**config.mk**
```make
export PLATFORM = sky130hd
export DESIGN_NAME = serial_mag_comparator
export DESIGN_NICKNAME = d
export VERILOG_FILES = /design/src/rtl/cmp_pkg.sv /design/src/rtl/comparator_1bit.sv /design/src/rtl/serial_mag_comparator.sv
export SDC_FILE = /design/constraint.sdc
export NUM_CORES = 1
export LEC_CHECK = 0
export CORE_MARGIN = 2
export CORE_UTILIZATION = 46
export CTS_CLUSTER_SIZE = 30
export DETAILED_ROUTE_END_ITERATION = 16
export PLACE_DENSITY = 0.81
export SYNTH_ARGS = -nofsm -noshare
export SYNTH_HDL_FRONTEND = slang
export SYNTH_SLANG_ARGS = --single-unit
```
**constraint.sdc**
```tcl
create_clock -name clk -period 2.1 [get_ports clk]
set_input_delay 0.315 -clock clk [delete_from_list [all_inputs] [get_ports clk]]
set_output_delay 0.315 -clock clk [all_outputs]
set_load 0.05 [all_outputs]
```
**src/rtl/cmp_pkg.sv**
```systemverilog
// ---------------------------------------------------------------------------
// cmp_pkg
//   Shared types and helpers for the serial magnitude comparator.
//   - state_t   : FSM encoding (IDLE / SHIFT / DONE)
//   - cnt_width : bit-counter width for a given operand width, never below 1
// ---------------------------------------------------------------------------
package cmp_pkg;

   typedef enum logic [1:0] {
      IDLE  = 2'd0,
      SHIFT = 2'd1,
      DONE  = 2'd2
   } state_t;

   // $clog2(1) is 0, so a 1-bit operand still gets a 1-bit counter.
   function automatic int unsigned cnt_width(input int unsigned width);
      return (width <= 32'd1) ? 32'd1 : 32'($clog2(width));
   endfunction

endpackage

```
**src/rtl/comparator_1bit.sv**
```systemverilog
// ---------------------------------------------------------------------------
// comparator_1bit
//   Single-bit magnitude compare cell.
//   Ports:
//     a_i, b_i  in   operand bits
//     lt_o      out  a_i < b_i
//     eq_o      out  a_i == b_i
//     gt_o      out  a_i > b_i
// ---------------------------------------------------------------------------
module comparator_1bit (
   input  logic a_i,
   input  logic b_i,
   output logic lt_o,
   output logic eq_o,
   output logic gt_o
);

   always_comb begin
      lt_o = ~a_i &  b_i;
      gt_o =  a_i & ~b_i;
      eq_o = ~(a_i ^ b_i);
   end

endmodule

```
**src/rtl/serial_mag_comparator.sv**
```systemverilog
// ---------------------------------------------------------------------------
// serial_mag_comparator
//   Multi-cycle magnitude comparator. Operands are captured on an accepted
//   start and walked MSB-first through one comparator_1bit cell. Results are
//   registered and held until the next done pulse.
//
//   Parameter:
//     WIDTH   operand width, 1..32
//   Ports:
//     clk     in   clock, rising edge
//     rst_n   in   asynchronous active-low reset
//     start   in   request, sampled only while not busy
//     a, b    in   operands, sampled on the accepted start edge
//     busy    out  high while bits are being compared
//     done    out  one-cycle pulse when lt/eq/gt update
//     lt      out  A < B
//     eq      out  A == B
//     gt      out  A > B
//
//   Build option:
//     EARLY_EXIT_EN  when defined, finish on the first differing bit instead
//                    of always walking all WIDTH bits. Results are unchanged.
// ---------------------------------------------------------------------------
module serial_mag_comparator
   import cmp_pkg::*;
#(
   parameter int unsigned WIDTH = 3
) (
   input  logic             clk,
   input  logic             rst_n,
   input  logic             start,
   input  logic [WIDTH-1:0] a,
   input  logic [WIDTH-1:0] b,
   output logic             busy,
   output logic             done,
   output logic             lt,
   output logic             eq,
   output logic             gt
);

   localparam int unsigned CNT_W = cnt_width(WIDTH);

`ifdef EARLY_EXIT_EN
   localparam bit EARLY_EXIT = 1'b1;
`else
   localparam bit EARLY_EXIT = 1'b0;
`endif

   state_t           state_q;
   logic [WIDTH-1:0] sa_q;
   logic [WIDTH-1:0] sb_q;
   logic [CNT_W-1:0] cnt_q;
   logic             w_lt_q;
   logic             w_gt_q;
   logic             lt_q;
   logic             eq_q;
   logic             gt_q;
   logic             busy_q;
   logic             done_q;

   logic             bit_lt;
   logic             bit_gt;
   logic             bit_eq_unused;
   logic             w_lt_d;
   logic             w_gt_d;
   logic             finish_d;

   comparator_1bit u_cell (
      .a_i  (sa_q[WIDTH-1]),
      .b_i  (sb_q[WIDTH-1]),
      .lt_o (bit_lt),
      .eq_o (bit_eq_unused),
      .gt_o (bit_gt)
   );

   // The first differing bit decides the result; later bits must not
   // override it, so the working flags freeze once either is set.
   always_comb begin
      w_lt_d = w_lt_q;
      w_gt_d = w_gt_q;
      if (!(w_lt_q || w_gt_q)) begin
         w_lt_d = bit_lt;
         w_gt_d = bit_gt;
      end
      finish_d = (cnt_q == '0) || (EARLY_EXIT && (w_lt_d || w_gt_d));
   end

   always_ff @(posedge clk or negedge rst_n) begin
      if (!rst_n) begin
         state_q <= IDLE;
         sa_q    <= '0;
         sb_q    <= '0;
         cnt_q   <= '0;
         w_lt_q  <= 1'b0;
         w_gt_q  <= 1'b0;
         lt_q    <= 1'b0;
         eq_q    <= 1'b0;
         gt_q    <= 1'b0;
         busy_q  <= 1'b0;
         done_q  <= 1'b0;
      end else begin
         case (state_q)
            IDLE: begin
               done_q <= 1'b0;
               if (start) begin
                  sa_q    <= a;
                  sb_q    <= b;
                  cnt_q   <= CNT_W'(WIDTH - 1);
                  w_lt_q  <= 1'b0;
                  w_gt_q  <= 1'b0;
                  busy_q  <= 1'b1;
                  state_q <= SHIFT;
               end
            end

            SHIFT: begin
               w_lt_q <= w_lt_d;
               w_gt_q <= w_gt_d;
               sa_q   <= sa_q << 1;
               sb_q   <= sb_q << 1;
               cnt_q  <= cnt_q - CNT_W'(1);
               if (finish_d) begin
                  lt_q    <= w_lt_d;
                  gt_q    <= w_gt_d;
                  eq_q    <= ~(w_lt_d | w_gt_d);
                  busy_q  <= 1'b0;
                  done_q  <= 1'b1;
                  state_q <= DONE;
               end
            end

            DONE: begin
               done_q <= 1'b0;
               if (start) begin
                  sa_q    <= a;
                  sb_q    <= b;
                  cnt_q   <= CNT_W'(WIDTH - 1);
                  w_lt_q  <= 1'b0;
                  w_gt_q  <= 1'b0;
                  busy_q  <= 1'b1;
                  state_q <= SHIFT;
               end else begin
                  state_q <= IDLE;
               end
            end

            default: begin
               busy_q  <= 1'b0;
               done_q  <= 1'b0;
               state_q <= IDLE;
            end
         endcase
      end
   end

   assign busy = busy_q;
   assign done = done_q;
   assign lt   = lt_q;
   assign eq   = eq_q;
   assign gt   = gt_q;

endmodule

```
### Word-level counts from Yosys, hierarchy flattened

Cells that the tools add are included.

* add/subtract/negate cells: 1
* equality and inequality tests: 5
* bitwise gates (word level): 6
* reduce and logical (&&, ||, !) cells: 9
* muxes and demuxes: 20

Operators by type and width (number)
* $pmux W3 S2: 2
* $mux W1: 8
* $reduce_and A2 Y1: 4
* $mux W2: 3
* $mux W3: 2
* $pmux W1 S2: 3
* $pmux W2 S3: 1
* $logic_not A2 Y1: 2
* $ne A2 B2 Y1 const B: 2
* $pmux W2 S2: 1
* $not A1 Y1: 3
* $and A1 B1 Y1: 2
* $eq A2 B1 Y1 const B: 1
* $eq A2 B2 Y1 const B: 1
* $ne A2 B1 Y1 const B: 1
* $reduce_bool A2 Y1: 1
* $reduce_or A2 Y1: 1
* $sub A2 B1 Y2 const B: 1
* $logic_or A1 B1 Y1: 1
* $or A1 B1 Y1: 1

* flip-flop bits (word level): 17
* input bits: 9
* logic and storage cells: 52

### Depth between registers and ports, before layout

Gate-level depths: netlist of the first run.

* depth in word-level cells: 5
* mapped depth: 6

### By module

A second synthesis of the first run with hierarchy kept.

* cell total of the unflattened synthesis: 83
* area, all modules: 828.3 um2

Modules (own cells, without submodules)
* serial_mag_comparator: area an instance 795.8 um2, instances 1, cells each 79, seq. area each 425.4 um2
* comparator_1bit: area an instance 32.5 um2, instances 1, cells each 4, seq. area each 0.0 um2

### Worst setup path after synthesis of the first run

No wires, ideal clock.

* kind: register to register
* start point: reg cnt_q[0]
* end point: reg eq_q (netlist: eq)
* clock period less this slack: 1.100 ns
* buffers on the path: 0
* data arrival time: 0.997 ns
* cell stages (with the launch flop): 5
* required time: 1.996 ns
* slack: 1.000 ns
* library setup time: 0.104 ns
* cells stage by stage: dfrtp_1 > inv_1 > ha_1 > nand3b_4 > o41ai_2

* word-level cells in the longest chain between the ends: 2

Ends and longest elaborated chain
* from (decl): RTL line serial_mag_comparator.sv:52 `logic [CNT_W-1:0] cnt_q;`
* from (signal assigned): RTL line serial_mag_comparator.sv:108 `cnt_q <= CNT_W'(WIDTH - 1);`
* from (signal assigned): RTL line serial_mag_comparator.sv:121 `cnt_q <= cnt_q - CNT_W'(1);`
* from (signal assigned): RTL line serial_mag_comparator.sv:137 `cnt_q <= CNT_W'(WIDTH - 1);`
* $logic_not A2 Y1: RTL line serial_mag_comparator.sv:85 `finish_d = (cnt_q == '0) || (EARLY_EXIT && (w_lt_d || w_gt_d));`
* $reduce_and A2 Y1 (no line)
* to (signal assigned): RTL line serial_mag_comparator.sv:125 `eq_q <= ~(w_lt_d | w_gt_d);`
* to (decl): RTL line serial_mag_comparator.sv:56 `logic eq_q;`

Every way passes these cells.
A chain may end at the register's enable or synchronous reset.

### Final worst setup path of the first run

* start point: reg busy_q (netlist: busy)
* end point: out busy

RTL lines
* from (decl): RTL line serial_mag_comparator.sv:58 `logic busy_q;`
* from (signal assigned): RTL line serial_mag_comparator.sv:99 `busy_q <= 1'b0;`
* from (signal assigned): RTL line serial_mag_comparator.sv:111 `busy_q <= 1'b1;`
* from (signal assigned): RTL line serial_mag_comparator.sv:126 `busy_q <= 1'b0;`
* to (decl): RTL line serial_mag_comparator.sv:34 `output logic busy,`

No word-level cell between the ends.

==> flow_metrics.py, run 1 <==
metrics = {
    "setup_path": {
        "cp-start-kind": "register",
        "worstPathCellList": "clkdlybuf4s50_1",
        "end_kind": "output port",
        "crit_family": "buffers and inverters",
        "crit_fanout": 3,
        "slowest_stage": "clkdlybuf4s50_1",
        "crit_path_max_incr_delay_ns": 0.81,
        "critPathRequiredTime_ns": 1.78,
        "critPathKind": "reg2out",
        "worstPathArrival_ns": 1.49,
        "critPathBufInv": 1,
    },
    "sta": {
        "fin_setup_tns_ns": 0,
        "hold_viol": 0,
        "finalCritPeriodShare": 0.859,
        "finClkSkew_ns": 0.00166,
        "rsz0062_at_grt": "false",
        "finalMaxSlewViolations": 0,
        "layout_min_cycle_time_ns": 1.80,
        "setup_viol": 0,
        "finalWorstSetupSlack_ns": 0.296,
        "max_freq_mhz": 554,
        "max_slew_margin": 0.579,
        "tightest_slew_ns": 0.631,
    },
    "finish": {
        "multi_input_area_um2": 352,
        "antenna_cells": 0,
        "fin_util": 0.579,
        "seqCellArea_um2": 425,
        "drive_gt1_frac": 0.0968,
        "finalInstanceArea_um2": 988,
        "fillers": 155,
        "nNetsFinal": 104,
        "area_delta_synth_final_pct": 19.7,
    },
    "global_routing": {
        "grt-ovfl-total": 0,
        "track_usage": 0.147,
        "grt_max_degree": 22,
        "antenna_found_initial": 0,
        "grt_pass1_vias": 493,
        "grt_pass1_wl_um": 2110,
    },
    "clock_network": {
        "cts_setup_buffers": 0,
        "cts_resized": 0,
        "root_buffer": "clkbuf_4",
        "cts_max_path_buffers": 2,
        "clk_pin_slew_ns": 0.10,
        "cts-buffers-inserted": 3,
        "insertion_delay_ns": 0.29,
        "cts_sinks": 17,
        "cts_tree": "yes",
        "ctsHoldBuffers": 0,
        "cts-htree-levels": 1,
    },
    "detailed_routing": {
        "drt-initial-drc-count": 9,
        "final_antenna_net_count": 0,
        "dr_total_vias": 568,
        "wl_um": 1360,
        "avgViaCountPerCell": 4.81,
        "firstDrtPassIters": 2,
        "wl_per_cell_um": 11.5,
        "drcViolationCount": 0,
    },
    "die": {
        "rows": 15,
        "die_y_um": 46.4,
        "io_pins": 14,
        "core_um2": 1710,
        "die-area_um2": 2150,
        "initial_core_util": 0.484,
        "die-width_um": 46.4,
    },
    "place": {
        "dp_slack_ns": 0.448,
        "detailedPlacementHpwl_um": 956,
        "gp_congestion": 0.716,
        "placed_area_um2": 961,
        "place.port_buffers": 13,
    },
    "run": {
        "drv_cap": 0,
    },
    "yosys": {
        "ys_seq_area_frac": 0.515,
        "synth_nets": 89,
        "yosys-top-cells-area": "dfrtp_1, mux2i_1, a211oi_1, nor2_1, nand2_1",
        "syn_inst": 79,
        "yosys.area.top_type_share": 0.515,
        "synth_top_cell_by_area": "dfrtp_1",
        "syn_area_per_cell_um2": 10.5,
        "yosys_warnings": 0,
        "synth_area_um2": 826,
        "synth.distinct_cells": 23,
        "ys_ff_latch": 17,
    },
    "power_and_ir_drop": {
        "power.leakage_uw": 0.000446,
        "power.total_uw": 1520,
        "power.density_nw_per_um2": 1540,
        "peakVddDrop_v": 0.000736,
    },
    "status": {
        "status": "finished, final reports clean",
    },
    "worst_hold_path": {
        "hp-class": "in2async",
    },
}
==> logic make-up (layout without fill, tap and decap cells) <==
family | after synthesis | in the layout | share of synthesized area
multiplexers | 7 | 7 | 0.0849
AND/OR/NAND/NOR | 28 | 28 | 0.182
AO/OA/AOI/OAI | 17 | 17 | 0.133
XOR/XNOR | 1 | 1 | 0.0106
buffers and inverters | 8 | 22 | 0.0591
flip-flops | 17 | 17 | 0.515
adder cells (fa/ha/maj) | 1 | 1 | 0.0151
==> per-stage QoR <==
stage          hold WS, ns  cells
6_report             0.338    118
4_1_cts              0.340    118
3_3_place_gp         0.460    114
5_1_grt              0.352    118
3_5_place_dp         0.465    114
2_1_floorplan       0.0194     79
==> synthesized netlist by cell type (all sizes together) <==
| master | instances |
|---|---|
| dfrtp | 17 |
| nor2 | 8 |
| mux2i | 7 |
| nand2 | 7 |
| o21ai | 7 |
| a211oi | 4 |
| a21oi | 4 |
| buf | 4 |
| inv | 4 |
| nor2b | 4 |
| nand3 | 2 |
| nor3 | 2 |
| nor3b | 2 |
| a2bb2oi | 1 |
| and2b | 1 |
| ha | 1 |
| nand2b | 1 |
| nand3b | 1 |
| o41ai | 1 |
| xor2 | 1 |
==> per-layer routing <==
metal | vias up | routed length (um) | track usage
li1 | 299 | - | -
met1 | 257 | 673 | 0.198
met2 | 10 | 612 | 0.206
met3 | 2 | 47 | 0.0235
met4 | 0 | 22 | 0.120
met5 | - | 0 | 0
==> final timing paths <==
check / from / end / slack, ns / cells past startpoint
min: rst_n / done / 0.34 / 2
max reg2reg: state_q[0] / eq / 0.74 / 2
max: busy / busy / 0.30 / 1
min reg2reg: cnt_q[0] / cnt_q[0] / 0.48 / 1
min in group clk: cnt_q[0] / cnt_q[0] / 0.48 / 1
max in group asynchronous: rst_n / lt / 1.58 / 2
==> state kept, by name, summed over array words and instances, names as in the netlist <==
name     cells
sb_q         3
lt           1
sa_q         3
state_q      2
done         1
cnt_q        2
eq           1
busy         1
gt           1
w_gt_q       1
w_lt_q       1
==> cell type report <==
cell class | count | share of cell area
multi-input combinational | 54 | 0.356
timing repair buffer | 14 | 0.139
clock buffer | 3 | 0.0228
sequential | 17 | 0.430
clock inverter | 1 | 0.00506
tap | 25 | 0.0316
inverter | 4 | 0.0152
==> power by group <==
| group | switching [uW] | internal, uW |
|---|---|---|
| clock network | 108 | 70.8 |
| logic | 375 | 303 |
| registers | 182 | 479 |
| total | 665 | 853 |
==> layout by cell type (no fill, tap or decap), drive strengths merged, types with 3 or more instances in the layout <==
cell type	instances
dfrtp	17
clkdlybuf4s50	13
nor2	8
mux2i	7
nand2	7
o21ai	7
nor2b	4
a211oi	4
a21oi	4
inv	4
clkbuf	3
Power figures use the tool's default switching activity.
==> run 2: changes to the inputs <==
Settings changed: ABC_CLOCK_PERIOD_IN_PS set to 2100.
==> results of run 2 <==
No change in the layout: final DEF, timing and power equal those of run 1.
